===== config.mk =====
export PLATFORM = sky130hd
export DESIGN_NAME = mem_access_unit_flat
export DESIGN_NICKNAME = d
export VERILOG_FILES = /design/src/rtl/mem_access_unit_if.sv /design/src/rtl/mem_access_unit.sv /design/src/flat_wrapper.sv
export SDC_FILE = /design/constraint.sdc
export NUM_CORES = 1
export LEC_CHECK = 0
export CAP_MARGIN = 0
export CELL_PAD_IN_SITES_DETAIL_PLACEMENT = 1
export CELL_PAD_IN_SITES_GLOBAL_PLACEMENT = 1
export CORE_MARGIN = 3
export CORE_UTILIZATION = 28
export CTS_CLUSTER_SIZE = 25
export DETAILED_ROUTE_END_ITERATION = 7
export HOLD_SLACK_MARGIN = 0.06
export MAX_ROUTING_LAYER = met4
export PLACE_DENSITY = 0.86
export SLEW_MARGIN = 20
export SYNTH_ARGS = -nofsm -noshare
export SYNTH_HDL_FRONTEND = slang
export SYNTH_SLANG_ARGS = --single-unit

===== constraint.sdc =====
create_clock -name clk -period 3 [get_ports clk]
set_clock_uncertainty 0.1 [all_clocks]
set_input_delay 0.45 -clock clk [delete_from_list [all_inputs] [get_ports clk]]
set_output_delay 0.45 -clock clk [all_outputs]
set_load 0.05 [all_outputs]

===== src/rtl/mem_access_unit_if.sv =====
// Request/response and RAM-side signals of the load/store unit.
// master = control FSM + RAM model side, slave = mem_access_unit.
interface mem_access_unit_if #(
    parameter int ADDR_W = 30
);
    logic              start;
    logic              is_store;
    logic [1:0]        size;
    logic              sign_ext;
    logic [31:0]       addr;
    logic [31:0]       wdata;
    logic [31:0]       ram_rdata;
    logic [ADDR_W-1:0] ram_addr;
    logic [31:0]       ram_wdata;
    logic [3:0]        ram_byteen;
    logic              ram_wren;
    logic [31:0]       rdata;
    logic              busy;
    logic              done;
    logic              err;

    modport master (
        output start, is_store, size, sign_ext, addr, wdata, ram_rdata,
        input  ram_addr, ram_wdata, ram_byteen, ram_wren, rdata, busy, done, err
    );

    modport slave (
        input  start, is_store, size, sign_ext, addr, wdata, ram_rdata,
        output ram_addr, ram_wdata, ram_byteen, ram_wren, rdata, busy, done, err
    );
endinterface


===== src/rtl/mem_access_unit.sv =====
// Byte/half/word load-store unit for the multicycle core; optional MISALIGN_TRAP_EN traps misaligned accesses.
// Store done 2 cycles after start, load done 1+RD_LATENCY cycles; start is ignored (not queued) while busy.
module mem_access_unit #(
    parameter int ADDR_W     = 30,
    parameter int RD_LATENCY = 1
) (
    input  logic           clk,
    input  logic           reset_n,
    mem_access_unit_if.slave bus
);
    localparam int CNT_W = $clog2(RD_LATENCY + 1);
    localparam logic [CNT_W-1:0] WAIT_INIT =
        (RD_LATENCY > 1) ? CNT_W'(RD_LATENCY - 2) : '0;

    typedef enum logic [1:0] {IDLE, ACCESS, WAIT, DONE} state_t;

    state_t            state;
    state_t            state_nxt;
    logic              store_q;
    logic [1:0]        size_q;
    logic              sext_q;
    logic [1:0]        off_q;
    logic [31:0]       wdata_q;
    logic              mis_q;
    logic [ADDR_W-1:0] ram_addr_q;
    logic [CNT_W-1:0]  cnt_q;
    logic [CNT_W-1:0]  cnt_nxt;
    logic [31:0]       rdata_q;
    logic              mis_req;
    logic              capture;
    logic [3:0]        lane_en;
    logic [31:0]       wdata_rep;
    logic [7:0]        byte_sel;
    logic [15:0]       half_sel;
    logic [31:0]       ld_val;
    logic [3:0]        byteen;
    logic              wren;

`ifdef MISALIGN_TRAP_EN
    // Reserved size 11 behaves as word, hence size[1].
    assign mis_req = ((bus.size == 2'b01) && bus.addr[0]) ||
                     (bus.size[1] && (bus.addr[1:0] != 2'b00));
`else
    assign mis_req = 1'b0;
`endif

    always_comb begin
        lane_en   = 4'b1111;
        wdata_rep = wdata_q;
        case (size_q)
            2'b00: begin
                lane_en   = 4'b0001 << off_q;
                wdata_rep = {4{wdata_q[7:0]}};
            end
            2'b01: begin
                lane_en   = off_q[1] ? 4'b1100 : 4'b0011;
                wdata_rep = {2{wdata_q[15:0]}};
            end
            default: begin
                lane_en   = 4'b1111;
                wdata_rep = wdata_q;
            end
        endcase
    end

    always_comb begin
        byte_sel = bus.ram_rdata[{off_q, 3'b000} +: 8];
        half_sel = off_q[1] ? bus.ram_rdata[31:16] : bus.ram_rdata[15:0];
        case (size_q)
            2'b00:   ld_val = {{24{sext_q & byte_sel[7]}}, byte_sel};
            2'b01:   ld_val = {{16{sext_q & half_sel[15]}}, half_sel};
            default: ld_val = bus.ram_rdata;
        endcase
    end

    always_ff @(posedge clk) begin
        if (!reset_n) begin
            state <= IDLE;
        end else begin
            state <= state_nxt;
        end
    end

    always_comb begin
        state_nxt = state;
        cnt_nxt   = cnt_q;
        capture   = 1'b0;
        byteen    = 4'b0000;
        wren      = 1'b0;
        case (state)
            IDLE: begin
                if (bus.start) begin
                    state_nxt = ACCESS;
                end
            end
            ACCESS: begin
                // A trapped access never touches the RAM.
                if (!mis_q) begin
                    byteen = lane_en;
                    wren   = store_q;
                end
                if (store_q || mis_q) begin
                    state_nxt = DONE;
                end else if (RD_LATENCY == 1) begin
                    capture   = 1'b1;
                    state_nxt = DONE;
                end else begin
                    cnt_nxt   = WAIT_INIT;
                    state_nxt = WAIT;
                end
            end
            WAIT: begin
                byteen = lane_en;
                if (cnt_q == '0) begin
                    capture   = 1'b1;
                    state_nxt = DONE;
                end else begin
                    cnt_nxt = cnt_q - 1'b1;
                end
            end
            DONE: begin
                state_nxt = IDLE;
            end
            default: begin
                state_nxt = IDLE;
            end
        endcase
    end

    always_ff @(posedge clk) begin
        if (!reset_n) begin
            store_q    <= 1'b0;
            size_q     <= 2'b00;
            sext_q     <= 1'b0;
            off_q      <= 2'b00;
            wdata_q    <= '0;
            mis_q      <= 1'b0;
            ram_addr_q <= '0;
            cnt_q      <= '0;
            rdata_q    <= '0;
        end else begin
            cnt_q <= cnt_nxt;
            if ((state == IDLE) && bus.start) begin
                store_q    <= bus.is_store;
                size_q     <= bus.size;
                sext_q     <= bus.sign_ext;
                off_q      <= bus.addr[1:0];
                wdata_q    <= bus.wdata;
                mis_q      <= mis_req;
                ram_addr_q <= bus.addr[ADDR_W+1:2];
            end
            if (capture) begin
                rdata_q <= ld_val;
            end
        end
    end

    assign bus.ram_addr   = ram_addr_q;
    assign bus.ram_wdata  = wdata_rep;
    assign bus.ram_byteen = byteen;
    assign bus.ram_wren   = wren;
    assign bus.rdata      = rdata_q;
    assign bus.busy       = (state != IDLE);
    assign bus.done       = (state == DONE);
`ifdef MISALIGN_TRAP_EN
    assign bus.err        = (state == DONE) && mis_q;
`else
    assign bus.err        = 1'b0;
`endif
endmodule


===== src/flat_wrapper.sv =====
// flat-port wrapper written by rule: the top's interface ports become plain ports
module mem_access_unit_flat 
#(
    parameter int ADDR_W     = 30,
    parameter int RD_LATENCY = 1
)
  (clk, reset_n, bus_start, bus_is_store, bus_size, bus_sign_ext, bus_addr, bus_wdata, bus_ram_rdata, bus_ram_addr, bus_ram_wdata, bus_ram_byteen, bus_ram_wren, bus_rdata, bus_busy, bus_done, bus_err);
  mem_access_unit_if #(.ADDR_W(ADDR_W)) bus_i ();
  input  logic clk;
  input  logic reset_n;
  input wire logic [$bits(bus_i.start)-1:0] bus_start;
  input wire logic [$bits(bus_i.is_store)-1:0] bus_is_store;
  input wire logic [$bits(bus_i.size)-1:0] bus_size;
  input wire logic [$bits(bus_i.sign_ext)-1:0] bus_sign_ext;
  input wire logic [$bits(bus_i.addr)-1:0] bus_addr;
  input wire logic [$bits(bus_i.wdata)-1:0] bus_wdata;
  input wire logic [$bits(bus_i.ram_rdata)-1:0] bus_ram_rdata;
  output wire logic [$bits(bus_i.ram_addr)-1:0] bus_ram_addr;
  output wire logic [$bits(bus_i.ram_wdata)-1:0] bus_ram_wdata;
  output wire logic [$bits(bus_i.ram_byteen)-1:0] bus_ram_byteen;
  output wire logic [$bits(bus_i.ram_wren)-1:0] bus_ram_wren;
  output wire logic [$bits(bus_i.rdata)-1:0] bus_rdata;
  output wire logic [$bits(bus_i.busy)-1:0] bus_busy;
  output wire logic [$bits(bus_i.done)-1:0] bus_done;
  output wire logic [$bits(bus_i.err)-1:0] bus_err;
  assign bus_i.start = bus_start;
  assign bus_i.is_store = bus_is_store;
  assign bus_i.size = bus_size;
  assign bus_i.sign_ext = bus_sign_ext;
  assign bus_i.addr = bus_addr;
  assign bus_i.wdata = bus_wdata;
  assign bus_i.ram_rdata = bus_ram_rdata;
  assign bus_ram_addr = bus_i.ram_addr;
  assign bus_ram_wdata = bus_i.ram_wdata;
  assign bus_ram_byteen = bus_i.ram_byteen;
  assign bus_ram_wren = bus_i.ram_wren;
  assign bus_rdata = bus_i.rdata;
  assign bus_busy = bus_i.busy;
  assign bus_done = bus_i.done;
  assign bus_err = bus_i.err;
  mem_access_unit #(.ADDR_W(ADDR_W), .RD_LATENCY(RD_LATENCY)) u_core (.clk(clk), .reset_n(reset_n), .bus(bus_i));
endmodule

Word level (Yosys, flattened, before mapping):

Index checks and enable logic that the tools add are counted.

* register bits after elaboration: 103
* input port bits: 103
* output and inout bits: 102
* word-level logic and storage cells: 40

* add/subtract/negate cells: 1
* equal/unequal tests: 6
* shifts and indexed selects: 2
* muxes and demuxes: 14
* bitwise logic cells: 2
* reductions and logical operators: 6

Operators with widths (count)
* $pmux W32 S2: 2
* $shiftx A32 B6 Y8: 1
* $mux W16: 1
* $mux W4: 2
* $pmux W2 S4: 1
* $pmux W4 S2: 1
* $eq A2 B1 Y1 const B: 2
* $eq A2 B2 Y1 const B: 2
* $logic_not A2 Y1: 2
* $mux W1: 4
* $mux W2: 2
* $ne A2 B2 Y1 const B: 2
* $shl A1 B2 Y4 const A: 1
* $and A1 B1 Y1: 2
* $pmux W1 S2: 1
* $reduce_and A2 Y1: 1
* $reduce_bool A2 Y1: 1
* $reduce_or A2 Y1: 1
* $logic_and A1 B1 Y1: 1
* $sub A1 B1 Y1 const B: 1

Logic depth before layout (Yosys ltp):

Gate-level depths: netlist (run 1).

* word-level depth: 3
* mapped depth: 8

Worst setup path after synthesis (run 1):

Ideal clock, no wire load.

* path kind: register to output
* start point: register u_core.size_q[0]
* end point: output bus_ram_wdata[24]
* arrival time: 2106 ps
* required time: 2450 ps
* path slack: 344 ps
* stages on the path, launching flop included: 5
* buffers on the path: 2
* cells stage by stage: dfxtp_1 -> clkbuf_1 -> clkbuf_1 -> mux2i_1 -> o21ai_0

* cells in the longest elaborated chain, start to end: 2
* elaborated cells on any way between the ends: 3

Ends and longest elaborated chain
* from (decl): line mem_access_unit.sv:20 `logic [1:0] size_q;`
* from (signal assigned): line mem_access_unit.sv:145 `size_q <= bus.size;`
* $eq A2 B1 Y1 / $logic_not A2 Y1 (equally long branches): line mem_access_unit.sv:50 `case (size_q)`
* $pmux W32 S2 *: line mem_access_unit.sv:50
* to (decl): line flat_wrapper.sv:19 `output wire logic [$bits(bus_i.ram_wdata)-1:0] bus_ram_wdata;`

Mark *: on every way between the ends. The rest lies on a longest branch, timed or not.

Final worst setup path (run 1):

* start point: register u_core.state[0]
* end point: output bus_busy

* cells in the longest elaborated chain, start to end: 1

Ends and longest elaborated chain
* from (decl): line mem_access_unit.sv:17 `state_t state;`
* from (signal assigned): line mem_access_unit.sv:80 `state <= state_nxt;`
* $reduce_bool A2 Y1: line mem_access_unit.sv:163 `assign bus.busy = (state != IDLE);`
* to (decl): line flat_wrapper.sv:23 `output wire logic [$bits(bus_i.busy)-1:0] bus_busy;`

Every way passes these cells.

==> results.ini, run 1 <==
[worst_setup_path]
path_cells=inv_1 > ha_1 > inv_1 > clkdlybuf4s50_1
worst-setup-path-type=reg -> out
start_kind=flip-flop
critical_path_peak_fanout=5
max_stage_delay_ns=0.82
worstPathArrival_ns=2.01
end_kind=output port
cp_num_buf_inv=3
crit_top_cell=inv_1
required_ns=2.45
critPathSlowestCell=clkdlybuf4s50_1
path_delay_family=buffers and inverters

[pwr]
irDropWorstVdd_uv=252.4
power_uw=4623
powerDensity_nw_per_um2=646.6
p_leak_uw=0.002578

[floorplan]
ioPinCount=205
start_util_pct=29.08
std_cell_rows=46
fp.dieH_um=135.4
dieArea_um2=18330
fp.dieW_um=135.4
core_um2=16120

[timing]
worst_slack_ns=0.4371
hold_violations=0
rsz0062_at_grt=no
max_freq_mhz=390.2
tns_ns=0
min_period_ns=2.563
period_share_pct=85.43
setup_viol_count_final=0
worstMarginPinSlew_ns=0.7758
slew_headroom_pct=47.73
slew_violations=0

[routing]
first_pass_iters=4
ant_nets=0
wirelength_um=16930
drt_iter0_markers=244
via_per_inst=4.873
wire_per_inst_um=17.62
drc_errors=0
vias=4683

[final_layout]
drive_gt1_share_pct=9.799
nNetsFinal=848
diodes=0
fin_util_pct=44.36
final_common_cell=clkdlybuf4s50_1
area_growth_pct=52.54
final_cell_mix=clkdlybuf4s50_1 (182), nand2_1 (177), dfxtp_1 (101)
fillers=1896

[hold_path]
hp-class=reg -> reg

[clock_network]
ctsRootBufferMaster=clkbuf_16
cts_tree=yes
holdBufCountCts=0
htreeDepth=3
path_clk_slew_ns=0.07
post-cts-setup-buffers=0
clock-sinks=102
clock_latency_ns=0.34
clockBufferDepth=2
numCtsBuffers=9
post_cts_resized=0

[synth]
seq_area_frac_synth_pct=43.57
synthAdderAreaFrac_pct=1.335
synth_area_um2=4687
synth_flop_cell=dfxtp_1
syn_inst=567
post_synth_num_cell_types=36
synth_edf_count=0
synth_top_family_by_area=compound AO/OA/AOI/OAI gates
synth.area.mux_share_pct=8.436
synthArstFlopShare_pct=0
ys_warn_count=0
synth_simple_gate_area_share_pct=17.06
synth_compound_area_share_pct=23.84
synth_nets=675
yosys_register_bits=102
syn_area_per_cell_um2=8.266
synth_xor_area_share_pct=0

[placed_design]
hpwl_um=12580
dp_slack_ns=0.5072
port_buffers=203
routabilityCongestion=0.8456

[run_status]
status=complete, no violations

[grt]
grt_max_degree=69
antenna_found_initial=0
grt.overflow.total=0
grt_pass1_wl_um=26360
grt_usage_pct=18.75
grt_pass1_vias=4932

[job]
maxCapViolations=0

-- registers in the layout (all words and copies together), names as in the netlist --
signal / cells
u_core.sext_q: 1
u_core.bus.ram_addr: 30
u_core.off_q: 2
u_core.state: 2
u_core.size_q: 2
u_core.store_q: 1
u_core.bus.rdata: 32
u_core.wdata_q: 32
-- cells by family after synthesis --
family	Yosys count
AND/OR/NAND/NOR	198
AO/OA/AOI/OAI	167
flip-flops	102
buffers and inverters	58
multiplexers	36
adder cells (fa/ha/maj)	5
other	1
-- worst reg2reg max path: cells and delay by family (launching register included) --
family | cells | cell delay, ns
compound gates | 2 | 0.48
fa+ha+maj | 1 | 0.43
buf+inv | 1 | 0.10
flops | 1 | 0.42
simple gates | 1 | 0.52
-- power breakdown --
part           total [µW]  internal (µW)  switching, µW
clock network        1260            736            520
registers            1640           1520            117
logic                1730            618           1110
total                4620           2870           1750
-- stage by stage --
step                area (µm²)  std cells  hold WS [ns]
floorplan                 4687        567        0.3400
global placement          6832        945        0.3508
detailed placement        6832        945        0.3574
CTS                       7147        961        0.3671
global route              7149        961        0.3891
finish                    7149        961        0.3636
-- cell usage after synthesis, types with 2 or more instances --
cell / instances / area share (%)
buf_1: 5 / 0.40
a21boi_0: 70 / 11
o22ai_1: 8 / 1.1
nor2b_1: 5 / 0.67
o21ai_0: 35 / 3.7
dfxtp_1: 102 / 44
a22oi_1: 7 / 1.1
ha_1: 5 / 1.3
o21a_1: 2 / 0.32
clkbuf_1: 37 / 3.0
nand2_1: 178 / 14
mux2_2: 18 / 4.3
inv_1: 4 / 0.32
buf_4: 9 / 1.4
nor2_1: 4 / 0.32
mux2i_1: 17 / 3.6
buf_6: 2 / 0.48
o221ai_1: 7 / 1.3
a22o_1: 8 / 1.5
and2_1: 2 / 0.27
a21oi_1: 25 / 2.7
nand2b_1: 3 / 0.40
-- per-layer routing --
| layer | up-vias | global-route usage (%) | wire [µm] |
|---|---|---|---|
| li1 | 2269 | - | - |
| met1 | 2229 | 21.20 | 7072 |
| met2 | 172 | 32.30 | 8335 |
| met3 | 13 | 5.906 | 1330 |
| met4 | 0 | 4.703 | 191 |
| met5 | - | - | 0 |
-- final timing paths --
kind | start | endpoint | slack [ns] | cells past startpoint
max reg2reg | u_core.state[0] | u_core.bus.rdata[14] | 0.82 | 5
max | u_core.state[0] | bus_busy | 0.44 | 4
min reg2reg | u_core.wdata_q[18] | u_core.wdata_q[18] | 0.36 | 2
min | u_core.wdata_q[18] | u_core.wdata_q[18] | 0.36 | 2
-- area by class of cell --
cell class,count,area (µm²),area share (%)
multi-input combinational,407,2385,33.36
timing repair buffer,215,2117,29.61
sequential,102,2043,28.58
tap,216,270.3,3.780
clock buffer,11,232.7,3.255
clock inverter,5,82.58,1.155
inverter,5,18.77,0.2625
Power figures use the tool's default switching activity.
==> run 2, diff against run 1 <==
--- a/config.mk
+++ b/config.mk
@@ -10,12 +10,12 @@
 export CELL_PAD_IN_SITES_GLOBAL_PLACEMENT = 1
 export CORE_MARGIN = 3
 export CORE_UTILIZATION = 28
+export CTS_CLUSTER_DIAMETER = 30
 export CTS_CLUSTER_SIZE = 25
 export DETAILED_ROUTE_END_ITERATION = 7
 export HOLD_SLACK_MARGIN = 0.06
 export MAX_ROUTING_LAYER = met4
 export PLACE_DENSITY = 0.86
-export SLEW_MARGIN = 20
 export SYNTH_ARGS = -nofsm -noshare
 export SYNTH_HDL_FRONTEND = slang
 export SYNTH_SLANG_ARGS = --single-unit
==> run 2 against run 1 <==
Compared with the run above:
- total power is essentially flat
- utilization is essentially flat
- sequential cell count is the same
- routed wire length is essentially flat
- clock-buffer cell count is the same
- worst hold slack is the same
- critical path type unchanged
==> results.ini, run 2 (synthesized netlist as in run 1, its figures left out) <==
[routing]
wire_per_inst_um=17.61
first_pass_iters=4
vias=4687
wirelength_um=16920
drt_iter0_markers=244
ant_nets=0
drc_errors=0
via_per_inst=4.877

[grt]
grt.overflow.total=0
grt_pass1_vias=4932
grt_pass1_wl_um=26360
grt_max_degree=69
grt_usage_pct=18.75
antenna_found_initial=0

[worst_setup_path]
required_ns=2.45
cp_num_buf_inv=1
path_cells=nor2_1 > mux2_2 > buf_4
worstPathArrival_ns=2.27
worst-setup-path-type=reg -> out
r2r_start=u_core.size_q[1]
start_kind=flip-flop
path_delay_family=simple AND/OR/NAND/NOR gates
critical_path_peak_fanout=14
critPathSlowestCell=nor2_1
startpoint=u_core.size_q[1]
end_kind=output port
max_stage_delay_ns=0.89

[hold_path]
hp-start=u_core.wdata_q[18]
hp-class=reg -> reg

[clock_network]
clock-sinks=102
htreeDepth=3
post_cts_resized=0
ctsRootBufferMaster=clkbuf_16
holdBufCountCts=0
path_clk_slew_ns=0.07
post-cts-setup-buffers=0
numCtsBuffers=9
cts_tree=yes
clock_latency_ns=0.34
clockBufferDepth=2

[job]
maxCapViolations=0

[placed_design]
routabilityCongestion=0.8456
port_buffers=203
hpwl_um=12580

[final_layout]
drive_gt1_share_pct=9.664
diodes=0
nNetsFinal=848
final_common_cell=clkdlybuf4s50_1
area_growth_pct=52.48
fin_util_pct=44.35
final_cell_mix=clkdlybuf4s50_1 (182), nand2_1 (177), dfxtp_1 (101)

[timing]
min_period_ns=2.818
tns_ns=0
hold_violations=0
slew_headroom_pct=25.03
worstMarginPinSlew_ns=1.120
rsz0062_at_grt=no
slew_violations=0
period_share_pct=93.93
setup_viol_count_final=0
max_freq_mhz=354.9

[pwr]
irDropWorstVdd_uv=252.4
powerDensity_nw_per_um2=646.8
p_leak_uw=0.002577

[floorplan]
fp.dieH_um=135.4
start_util_pct=29.08
dieArea_um2=18330
core_um2=16120
ioPinCount=205
std_cell_rows=46
fp.dieW_um=135.4

[run_status]
status=complete, no violations

run 2: worst paths after layout:
path	to	slack, ns	cells past startpoint
hold reg to reg	u_core.wdata_q[18]	0.36	2
hold / removal	u_core.wdata_q[18]	0.36	2
setup reg to reg	u_core.bus.rdata[24]	0.70	5
setup / recovery	bus_ram_wdata[13]	0.18	3
run 2: area by class of cell:
cell class / count / area, µm²
inverters: 5 / 18.77
repair buffers: 215 / 2117
fillers: 1897 / 8969
clock buffers: 11 / 232.7
well taps: 216 / 270.3
multi-input cells: 407 / 2382
flip-flops and latches: 102 / 2043
clock inverters: 5 / 82.58
run 2: report_power, final:
group / switching [µW] / internal [µW] / total [µW]
Sequential: 116 / 1520 / 1640
Clock: 520 / 736 / 1260
Combinational: 1110 / 618 / 1730
Total: 1750 / 2870 / 4620
run 2: through the flow:
stage	cells	area, µm²	worst slack (ns)	hold slack [ns]	power, µW
after global routing	961	7147	0.01245	0.3891	4857
after CTS	961	7147	0.1240	0.3671	4695
after floorplan	567	4687	0.3442	0.3400	2732
final	961	7147	0.1821	0.3636	4622
after global placement	945	6832	0.5698	0.3508	3373
after detailed placement	945	6832	0.5072	0.3574	3406
run 2: worst reg2reg max path, stage by stage (launching register included):
cell and delay, ns:
dfxtp_2 0.42, nor2_1 0.89, and3_4 0.37, nor3_4 0.05, buf_4 0.22, a21oi_1 0.17
run 2: routing by layer:
| metal | share of wire (%) | global-route usage (%) | vias up |
|---|---|---|---|
| li1 | - | - | 2270 |
| met1 | 42 | 21.20 | 2229 |
| met2 | 49 | 32.30 | 175 |
| met3 | 7.9 | 5.906 | 13 |
| met4 | 1.1 | 4.703 | 0 |
| met5 | 0 | - | - |
==> run 3, diff against run 2 <==
--- a/config.mk
+++ b/config.mk
@@ -13,9 +13,10 @@
 export CTS_CLUSTER_DIAMETER = 30
 export CTS_CLUSTER_SIZE = 25
 export DETAILED_ROUTE_END_ITERATION = 7
-export HOLD_SLACK_MARGIN = 0.06
+export HOLD_SLACK_MARGIN = 0.1
 export MAX_ROUTING_LAYER = met4
 export PLACE_DENSITY = 0.86
+export REMOVE_ABC_BUFFERS = 1
 export SYNTH_ARGS = -nofsm -noshare
 export SYNTH_HDL_FRONTEND = slang
 export SYNTH_SLANG_ARGS = --single-unit
==> run 3 against run 2 <==
Compared with the run above:
- total power fell by 1.4%
- sequential cell count unchanged
- routed wire length up 0.73%
- global-route usage grew 0.26 points
- sequential share of layout area decreased by 0.60 points
- utilization increased by 0.95 points
- maximum frequency is 4.1% higher
- highest routed layer unchanged
==> results.ini, run 3 (synthesized netlist as in run 1, its figures left out) <==
[final_layout]
multi_input_area_um2=2382
final_cell_mix=clkdlybuf4s50_1 (182), nand2_1 (177), dfxtp_1 (101)
instances_no_fill=963
diodes=0
fin_util_pct=45.30
seqCellArea_um2=2043
drive_gt1_share_pct=10.04
fillers=1897
final_common_cell=clkdlybuf4s50_1
area_growth_pct=55.74
nNetsFinal=850

[pwr]
p_leak_uw=0.002610
irDropWorstVdd_uv=440.2
powerDensity_nw_per_um2=624.7

[timing]
slew_violations=0
slew_headroom_pct=50.44
min_period_ns=2.706
max_freq_mhz=369.5
period_share_pct=90.21
rsz0062_at_grt=no
hold_violations=0
worstMarginPinSlew_ns=0.7434
timing.hold.ws_ns=0.3619
setup_viol_count_final=0

[floorplan]
fp.dieW_um=135.4
start_util_pct=29.08
std_cell_rows=46
dieArea_um2=18330
fp.dieH_um=135.4
ioPinCount=205
core_um2=16120

[routing]
via_per_inst=4.889
drt_iter0_markers=180
ant_nets=0
vias=4708
wirelength_um=17050
first_pass_iters=4
drc_errors=0
wire_per_inst_um=17.70

[clock_network]
clock-sinks=102
path_clk_slew_ns=0.07
numCtsBuffers=9
ctsRootBufferMaster=clkbuf_16
clockBufferDepth=2
post-cts-setup-buffers=0
htreeDepth=3
holdBufCountCts=0
clock_latency_ns=0.35
post_cts_resized=0
cts_tree=yes

[placed_design]
port_buffers=203
hpwl_um=12410
routabilityCongestion=0.7991
dp_cells=947

[worst_setup_path]
worst-setup-path-type=reg -> out
start_kind=flip-flop
worstPathArrival_ns=2.16
critical_path_peak_fanout=34
required_ns=2.45
end_kind=output port

[run_status]
status=complete, no violations

[job]
maxCapViolations=0

[grt]
grt_usage_pct=19.01
grt_pass1_vias=4998
grt.overflow.total=0
grt_pass1_wl_um=26820
grt_max_degree=69
antenna_found_initial=0

[hold_path]
hp-class=reg -> reg

run 3: changes by cell type in the layout (fill, tap and decap cells not counted), sizes merged:
cell,change
buf,+2
bufinv,-2
clkinv,+2
clkinvlp,+1
inv,-1
run 3: stage by stage:
step	setup TNS (ns)	worst slack [ns]	total power (µW)	instance area, µm²
2_1_floorplan	-0.03767	-0.03767	2673	4439
3_3_place_gp	0	0.6174	3435	7022
3_5_place_dp	0	0.5669	3475	7022
4_1_cts	0	0.2428	4621	7300
5_1_grt	0	0.1380	4793	7300
6_report	0	0.2938	4560	7300
run 3: where the power goes:
part | switching, µW | leakage [µW] | internal [µW]
logic | 1130 | 0.00164 | 671
clock network | 543 | 0.000135 | 587
registers | 111 | 0.000835 | 1520
total | 1780 | 0.00261 | 2780
run 3: area by class of cell:
type,instances,area share [%]
multi-input combinational,407,32.64
tap,216,3.702
timing repair buffer,217,31.61
inverter,5,0.2571
sequential,102,27.99
clock inverter,5,0.4799
clock buffer,11,3.325
run 3: path summary, 6_finish.rpt:
| kind | start | endpoint | slack, ns | cells after the start |
|---|---|---|---|---|
| worst max-delay path | u_core.size_q[1] | bus_ram_byteen[3] | 0.29 | 4 |
| worst min-delay path | u_core.wdata_q[19] | u_core.wdata_q[19] | 0.36 | 2 |
| worst max register to register | u_core.size_q[1] | u_core.bus.rdata[6] | 0.67 | 5 |
| worst min register to register | u_core.wdata_q[19] | u_core.wdata_q[19] | 0.36 | 2 |
run 3: routing by layer:
layer	share of wire [%]	vias up	routed length (µm)	GRT usage [%]
met1	42	2236	7173	22.32
met2	48	194	8173	31.08
met4	1.3	0	229	5.095
li1	-	2262	-	-
met3	8.6	16	1472	6.649
met5	0	-	0	-
run 3: worst max-delay path, cell delays in order (launching register included):
cell	delay [ns]
dfxtp_2	0.67
buf_4	0.45
inv_1	0.13
a21boi_0	0.36
buf_12	0.19
==> variant 1: new RTL, config.mk and constraints of run 2 <==
`ADDR_W` is set to 30 in 3 places; all go to 15.
--- a/src/rtl/mem_access_unit_if.sv
+++ b/src/rtl/mem_access_unit_if.sv
@@ -3,3 +3,3 @@
 interface mem_access_unit_if #(
-    parameter int ADDR_W = 30
+    parameter int ADDR_W = 15
 );
--- a/src/rtl/mem_access_unit.sv
+++ b/src/rtl/mem_access_unit.sv
@@ -3,3 +3,3 @@
 module mem_access_unit #(
-    parameter int ADDR_W     = 30,
+    parameter int ADDR_W     = 15,
     parameter int RD_LATENCY = 1
--- a/src/flat_wrapper.sv
+++ b/src/flat_wrapper.sv
@@ -3,3 +3,3 @@
 #(
-    parameter int ADDR_W     = 30,
+    parameter int ADDR_W     = 15,
     parameter int RD_LATENCY = 1
Interface: changed (resized bus_ram_addr); port bits go from 205 to 190. No check against the original RTL was run, so the function may have changed too.
==> variant 1 against run 2 <==
Sequential cell count is 15 lower; critical path depth is 1 higher; design area is 13% lower; utilization is 0.26 points lower; synthesized area is 12% lower; count of clock-buffer cells in the layout is 1 lower; power is 10% lower; wire length is 8.5% lower; worst hold slack better by 0.0063 ns; worst setup slack better by 0.13 ns; critical path type unchanged; largest cell class unchanged.
==> variant 1: results <==
export IMPL_clock_sinks=87
export IMPL_critPathMaxStageDelay_ns=0.61
export IMPL_swShare_pct=38.99
export IMPL_ys_top_cells_by_count="nand2_1, dfxtp_1, a21boi_0"
export IMPL_tightest_slew_ns=0.7347
export IMPL_wl_met3_um=1136
export IMPL_sh_seq_area_pct=27.94
export IMPL_dp_slack_ns=0.2897
export IMPL_gp_congestion=0.8176
export IMPL_avgViaCountPerCell=5.073
export IMPL_drt_initial_drc_count=135
export IMPL_buffer_area_share_pct=28.60
export IMPL_crit_family="compound AO/OA/AOI/OAI gates"
export IMPL_grt_usage_pct=19.54
export IMPL_h_tree_depth=3
export IMPL_drive_above_1_share_pct=11.31
export IMPL_synthAdderAreaFrac_pct=1.511
export IMPL_synth_compound_area_share_pct=24.27
export IMPL_clkPwrFrac_pct=28.2
export IMPL_rrSetupSlack_ns=0.59
export IMPL_cp_max_fo=10
export IMPL_ir_drop_mv=0.2366
export IMPL_whs_ns=0.3699
export IMPL_slowest_stage="a21oi_1"
export IMPL_p_clk_mw=1.17
export IMPL_multi_input_area_um2=2160
export IMPL_final_clk_cell_share_pct=4.934
export IMPL_fill_cells=1658
export IMPL_use_met2_pct=34.07
export IMPL_grt_pass1_wl_um=24490
export IMPL_nClkBuffers=10
export IMPL_synth_seq_area_share_pct=42.08
export IMPL_met1_usage_pct=22.11
export IMPL_wl_um=15480
export IMPL_leakagePower_nw=2.261
export IMPL_fin_nets=757
export IMPL_routedWlPerCell_um=18.56
export IMPL_multi_input_gates=362
export IMPL_synth_nets=609
export IMPL_fin_crit_sh_pct=89.74
export IMPL_met1_length_um=6504
export IMPL_port_buffers=173
export IMPL_outcome="finished clean"
export IMPL_syn_area_per_cell_um2=8.261
export IMPL_dpl_cell_count=818
export IMPL_use_met3_pct=5.936
export IMPL_n_all_buffers=184
export IMPL_muxShareOfSynthArea_pct=9.553
export IMPL_hpwl_um=11640
variant 1: changes by cell type in the layout (fill, tap and decap cells not counted), moves of 2 or more:
cell             delta
clkbuf_1            -2
dfxtp_1            -15
clkdlybuf4s50_1    -30
nand2_1            -30
buf_12              -2
a21boi_0           -15
variant 1: final timing paths:
kind | to | from | cells after the start
worst max register to register | u_core.bus.rdata[16]$_SDFFE_PN0P_ | u_core.size_q[1]$_SDFFE_PN0P_ | 5
worst max-delay path | bus_ram_byteen[0] | u_core.off_q[1]$_SDFFE_PN0P_ | 4
worst min-delay path | u_core.wdata_q[27]$_SDFFE_PN0P_ | u_core.wdata_q[27]$_SDFFE_PN0P_ | 2
worst min register to register | u_core.wdata_q[27]$_SDFFE_PN0P_ | u_core.wdata_q[27]$_SDFFE_PN0P_ | 2
variant 1: repair_timing:
| item | CTS | global route |
|---|---|---|
| setup buffers | 0 | 0 |
| endpoints found under the setup margin | 0 | 8 |
| resized for setup | 0 | 1 |
==> variant 2: new RTL, settings of run 2 <==
Made on the original files. Encoding of `state_t`: now one-hot (4 bits for 4 states).
--- a/src/rtl/mem_access_unit.sv
+++ b/src/rtl/mem_access_unit.sv
@@ -14,3 +14,3 @@
 
-    typedef enum logic [1:0] {IDLE, ACCESS, WAIT, DONE} state_t;
+    typedef enum logic [3:0] {IDLE = 4'b0001, ACCESS = 4'b0010, WAIT = 4'b0100, DONE = 4'b1000} state_t;
 
Behaviour: no difference found for any inputs over 10 cycles, from zero or initial values and one cycle with reset_n low; not proved beyond that.
==> variant 2 against run 2 <==
Sequential cell count increased by 1; worst setup slack improved by 0.12 ns; power decreased by 20%; sequential power decreased by 8%; count of clock-buffer cells in the layout decreased by 2; critical path depth decreased by 1; wire length increased by 1.3%; synthesized area increased by 2.2%; design area increased by 2.9%; critical endpoint is now bus_ram_wdata[20].
==> variant 2: results <==
export IMPL_outcome="finished clean"
export IMPL_buffer_area_share_pct=30.75
export IMPL_powerDensity_nw_per_um2=502.7
export IMPL_sh_seq_area_pct=28.05
export IMPL_muxShareOfSynthArea_pct=7.761
export IMPL_use_met3_pct=5.110
export IMPL_grt_pass1_wl_um=26360
export IMPL_synthAdderAreaFrac_pct=0
export IMPL_drive_above_1_share_pct=12.23
export IMPL_fin_nets=842
export IMPL_n_all_buffers=216
export IMPL_grt_pass1_vias=4980
export IMPL_wl_um=17150
export IMPL_synthDistinctLibCells=45
export IMPL_fill_cells=1928
export IMPL_tightest_slew_ns=0.8259
export IMPL_grt_max_degree=58
export IMPL_met1_usage_pct=22.30
export IMPL_synth_compound_area_share_pct=25.95
export IMPL_ir_drop_mv=0.2660
export IMPL_synth_seq_area_share_pct=43.06
export IMPL_final_clk_cell_share_pct=4.150
export IMPL_multi_input_area_share_pct=33.15
export IMPL_ys_top_cells_by_count="nand2_1, dfxtp_1, a21boi_0"
export IMPL_multi_input_gates=406
export IMPL_nClkBuffers=9
export IMPL_synthTopCellsByArea="dfxtp_1, nand2_1, a21boi_0, o21ai_0, mux2_2"
export IMPL_clkLatencyLatePin_ns=0.36
export IMPL_comb_power_share_pct=25.8
export IMPL_cp_max_fo=25
export IMPL_dp_slack_ns=0.6685
export IMPL_use_met2_pct=30.28
export IMPL_arrival_ns=2.15
export IMPL_power_switching_mw=1.197
export IMPL_grt_usage_pct=18.58
export IMPL_clkPwrFrac_pct=33.5
==> variant 2: cell types whose count changed after synthesis, moves of 8 or more <==
| cell | before | now |
|---|---|---|
| a21oi_2 | 0 | 11 |
| o22ai_1 | 8 | 0 |
| clkbuf_1 | 37 | 26 |
| a21boi_0 | 70 | 48 |
| buf_2 | 0 | 15 |
| a21boi_1 | 0 | 20 |
| nand2_1 | 178 | 155 |
==> variant 2: stage by stage <==
stage,instance area [um^2],utilization (%),cells,hold WS [ns]
final,7356,44.20,964,0.3534
after global routing,7356,44.20,964,0.3699
after CTS,7356,44.20,964,0.3578
after detailed placement,7051,42.37,948,0.3470
after global placement,7051,42.37,948,0.3407
after floorplan,4788,-,568,0.3400
==> variant 2: path summary, 6_finish.rpt <==
path	to	startpoint	slack, ns	cells past startpoint
max	bus_ram_wdata[20]	u_core.size_q[1]$_SDFFE_PN0P_	0.30	2
min	u_core.bus.ram_addr[27]$_SDFFE_PN0P_	u_core.bus.ram_addr[27]$_SDFFE_PN0P_	0.35	2
max reg2reg	u_core.bus.rdata[4]$_SDFFE_PN0P_	u_core.size_q[1]$_SDFFE_PN0P_	0.68	6
min reg2reg	u_core.bus.ram_addr[27]$_SDFFE_PN0P_	u_core.bus.ram_addr[27]$_SDFFE_PN0P_	0.35	2
==> variant 2: critical path: stages (launching register included) <==
cell and delay [ns]:
dfxtp_2 0.68, mux2_2 0.40, clkdlybuf4s50_1 0.70
==> variant 2: per-layer routing <==
metal | vias up | share of wire, % | wire [um]
li1 | 2285 | - | -
met1 | 2242 | 44 | 7469
met2 | 163 | 47 | 8131
met3 | 20 | 7.3 | 1249
met4 | 0 | 1.7 | 296
met5 | - | 0 | 0
